`src/rtl/pipe_skid_latch.sv`:
```
// Pipeline-stage register with valid/ready handshake, synchronous flush and an
// optional one-entry skid buffer that registers ready_o to cut the upstream stall path.
module pipe_skid_latch #(
    parameter int                 width_p      = 32,
    parameter int                 skid_p       = 1,
    parameter logic [width_p-1:0] reset_data_p = '0
) (
    input  logic               clk_i,
    input  logic               rst_i,
    input  logic               flush_i,
    input  logic               v_i,
    input  logic [width_p-1:0] data_i,
    output logic               ready_o,
    output logic               v_o,
    output logic [width_p-1:0] data_o,
    input  logic               ready_i,
    output logic [1:0]         count_o
);

    localparam logic skid_en_c = (skid_p != 32'sd0);

    logic               main_v_r;
    logic [width_p-1:0] main_d_r;
    logic               skid_v_r;
    logic [width_p-1:0] skid_d_r;

    logic               main_v_nx_s;
    logic [width_p-1:0] main_d_nx_s;
    logic               skid_v_nx_s;
    logic [width_p-1:0] skid_d_nx_s;

    logic               skid_v_s;
    logic               ready_s;
    logic               in_xfer_s;
    logic               out_xfer_s;

    // The skid entry only exists in skid mode; otherwise it reads as empty.
    assign skid_v_s   = skid_en_c ? skid_v_r : 1'b0;
    assign ready_s    = skid_en_c ? ~skid_v_r : (~main_v_r | ready_i);
    assign ready_o    = ready_s & ~rst_i;
    assign in_xfer_s  = v_i & ready_o;
    assign out_xfer_s = main_v_r & ready_i;

    assign v_o     = main_v_r;
    assign data_o  = main_d_r;
    assign count_o = {1'b0, main_v_r} + {1'b0, skid_v_s};

    // Next-state selection: flush beats the normal handshake update.
    always_comb begin
        main_v_nx_s = main_v_r;
        main_d_nx_s = main_d_r;
        skid_v_nx_s = skid_v_r;
        skid_d_nx_s = skid_d_r;
        if (flush_i) begin
            // Drops held entries and any incoming beat; payload registers keep their contents.
            main_v_nx_s = 1'b0;
            skid_v_nx_s = 1'b0;
        end else if (skid_en_c) begin
            if (out_xfer_s && skid_v_r) begin
                main_v_nx_s = 1'b1;
                main_d_nx_s = skid_d_r;
                skid_v_nx_s = 1'b0;
            end else if (out_xfer_s) begin
                main_v_nx_s = in_xfer_s;
                if (in_xfer_s) begin
                    main_d_nx_s = data_i;
                end else begin
                    main_d_nx_s = main_d_r;
                end
            end else if (in_xfer_s && !main_v_r) begin
                main_v_nx_s = 1'b1;
                main_d_nx_s = data_i;
            end else if (in_xfer_s) begin
                skid_v_nx_s = 1'b1;
                skid_d_nx_s = data_i;
            end else begin
                main_v_nx_s = main_v_r;
            end
        end else begin
            if (in_xfer_s) begin
                main_v_nx_s = 1'b1;
                main_d_nx_s = data_i;
            end else if (out_xfer_s) begin
                main_v_nx_s = 1'b0;
            end else begin
                main_v_nx_s = main_v_r;
            end
        end
    end

    // State registers with synchronous reset to the configured payload value.
    always_ff @(posedge clk_i) begin
        if (rst_i) begin
            main_v_r <= 1'b0;
            skid_v_r <= 1'b0;
            main_d_r <= reset_data_p;
            skid_d_r <= reset_data_p;
        end else begin
            main_v_r <= main_v_nx_s;
            skid_v_r <= skid_en_c ? skid_v_nx_s : 1'b0;
            main_d_r <= main_d_nx_s;
            skid_d_r <= skid_d_nx_s;
        end
    end

endmodule

```
`config.mk`:
```
export PLATFORM = sky130hd
export DESIGN_NAME = pipe_skid_latch
export DESIGN_NICKNAME = d
export VERILOG_FILES = /design/src/rtl/pipe_skid_latch.sv
export SDC_FILE = /design/constraint.sdc
export NUM_CORES = 1
export LEC_CHECK = 0
export ABC_AREA = 1
export CAP_MARGIN = 20
export CORE_ASPECT_RATIO = 0.75
export CORE_MARGIN = 2
export CORE_UTILIZATION = 26
export DETAILED_ROUTE_END_ITERATION = 6
export SKIP_CTS_REPAIR_TIMING = 1
export SYNTH_ARGS = -nofsm -noshare
export SYNTH_HDL_FRONTEND = slang
export SYNTH_SLANG_ARGS = --single-unit
```
`constraint.sdc`:
```
create_clock -name clk_i -period 2.9 [get_ports clk_i]
set_input_delay 0.435 -clock clk_i [delete_from_list [all_inputs] [get_ports clk_i]]
set_output_delay 0.435 -clock clk_i [all_outputs]
set_load 0.01 [all_outputs]
```
==> results.md <==
- Status: complete, no violations
- Critical-path cell list: clkdlybuf4s50_1 -> nor2_4 -> clkdlybuf4s50_1
- Crit path largest cell delay: approximately 0.56 ns
- Core Util, Final: 37.1%
- IO Port Bufs: just over 70
- ANT nets after route: 0
- Detail-routed via count per cell: approximately 4.3
- Cell mode on critical path: clkdlybuf4s50_1
- Post-Syn Area: roughly 3000 µm²
- Setup TNS: 0 ns
- Routed WL: 7.92 mm
- Cells after Synth: about 470
- Vias: roughly 2.9k
- P&R area growth vs syn: 37.3%
- Routability cong.: 0.786
- DP HPWL: ~5.2 mm
- Rows: 33
- Minimum clock period after layout: 2.06 ns
- Final Hold Fails: 0
- Power per Cell Area: roughly 500 nW/µm²
- CTS sink cnt: 66
- IO Count: 73
- Overall global routing resource usage: approximately 14%
- Syn Nets: around 510
- Share of layout cells above drive strength 1: about 5%
- Max Transition Viols Final: 0
- Worst-margin pin slew: around 0.78 ns
- Maxcap violations: 0
- Fin cells: approximately 670
- Post-synth top area cell: dfxtp_1
- H-tree depth: 3
- Slowest cell on crit path: clkdlybuf4s50_1
- CTS Buf Count: 9
- Layout net count: 570
- Pre-CTS setup slack: between 0.6 and 0.7 ns
- Clock Tree Buf Depth: 2
- Synth warnings: 0
- Leak Pwr: about 0.0020 µW
- CP Class: primary input to primary output
- Synth cell types: 20
- CP required: approximately 2.5 ns
- First-pass GRT wire length: ~14 mm
- Avg WL per Cell: 11.8 µm
- CTS root buf: clkbuf_16
- Fill cell count: 1164
- Finish-stage setup viols: 0
- CP endpoint kind: primary output
- Worst Slack Setup Final: around 0.84 ns
- Worst EP arrival: between 1.5 and 2 ns
- Clk slew on worst S/H paths: approximately 0.05 ns
- Achievable Freq: around 490 MHz
- Startpoint Class: primary input
- 1st-pass router iterations: 5
- Area contributors post-synth: dfxtp_1, nand2_1, nor2_1, nor3_1, inv_1
- Placed insts: 661
- Yosys top cell area share: ~44%
- Final period util: a little under three quarters
- DRT iter0 DRCs: between 100 and 150
- Initial antenna violation count: 0
- Synth Register Bits: 66
- TritonCTS clock tree: yes
- Clock network latency to the later pin of the worst-skew pair: around 0.32 ns
- Die width: around 130 µm
- Clock skew: ~0.0026 ns
- GRT overflow: 0
- Drc violations: 0
- Worst Path Max Fanout: 4
- N_diodes: 0
- Initial Utilization: a little over a quarter
- Hold path depth: 4
- Die footprint: roughly 12000 µm²
- Avg Inst Size Synth: approximately 6.4 µm²
- Largest net degree at the start of global routing: between 40 and 50
- Worst reg-to-reg path cell count: 5
- RSZ-0062 raised after global routing: no
- Hold Crit Class: primary input to register
- Slew headroom: 48.0%
- Core area: around 11000 µm²
- Post-synthesis sequential area ratio: 44.2%
- Die Y: between 90 and 100 µm
- Peak VDD IR: around 0.00036 V
- Vias in the first global route: between 2k and 3k
- Min Hold Slack: about 0.46 ns
where the power goes:
group	internal (µW)	switching, µW	leakage (µW)
Combinational	86.9	81.3	0.00130
Sequential	919	5.66	0.000533
Clock	611	360	0.000128
Total	1620	447	0.00196
synth_stat cells, drive strengths merged:
cell type and number:
nand2 167, nand3 3, clkbuf 17, buf 12, a21oi 1, ha 1
dfxtp 66, o21ai 32, inv 38, nand4 1, nor3 32, a211oi 1
nor2 98
cell families after synthesis:
| logic type | synth area share (%) |
|---|---|
| simple gates | 40.5 |
| buf+inv | 9.09 |
| flops | 44.2 |
| compound gates | 5.78 |
| fa+ha+maj | 0.419 |
final cells by class:
class | count | area (µm²) | area share [%]
Multi-Input combinational cell | 336 | 1400 | 34.0
Tap cell | 140 | 175 | 4.27
Sequential cell | 66 | 1320 | 32.2
Inverter | 38 | 143 | 3.48
Timing Repair Buffer | 81 | 808 | 19.7
Clock buffer | 13 | 260 | 6.34
sequential cells by signal (all words and copies together), names as in the netlist:
name and flops:
v_o 1, skid_d_r 32, skid_v_r 1, data_o 32
path summary, 6_finish.rpt:
check | slack, ns | start | to
setup / recovery | 0.84 | rst_i | ready_o
hold / removal | 0.46 | flush_i | v_o
setup reg to reg | 1.23 | v_o | skid_d_r[20]
hold reg to reg | 0.50 | skid_d_r[26] | skid_d_r[26]
per-layer routing:
layer | global-route usage (%) | wire, µm | vias up
li1 | - | - | 1556
met5 | 0 | 0 | -
met2 | 21.7 | 3370 | 84
met4 | 3.80 | 88 | 0
met1 | 17.9 | 3830 | 1267
met3 | 5.53 | 635 | 8
critical path: cells and delay by family:
| kind | cells | cell delay (ns) |
|---|---|---|
| buffers and inverters | 2 | 1.04 |
| and+or+nand+nor | 1 | 0.15 |
through the flow:
stage | instance area [µm²] | power [µW]
4_1_cts | 4100 | 2100
3_3_place_gp | 3840 | 1110
2_1_floorplan | 2990 | 1020
5_1_grt | 4100 | 2150
6_report | 4100 | 2060
3_5_place_dp | 3840 | 1110
cells in the final DEF, fill, tap and decap left out:
cell,count
a211oi_1,1
a21oi_1,1
buf_12,2
buf_4,7
clkbuf_1,2
clkbuf_16,9
clkbuf_2,1
clkbuf_8,2
clkdlybuf4s50_1,71
dfxtp_1,66
ha_1,1
inv_1,37
inv_2,1
nand2_1,167
nand3_1,1
nand3_2,1
nand3_4,1
nand4_2,1
nor2_1,96
nor2_2,1
nor2_4,1
nor3_1,32
o21ai_0,28
o21ai_1,4
Power figures use the tool's default switching activity.
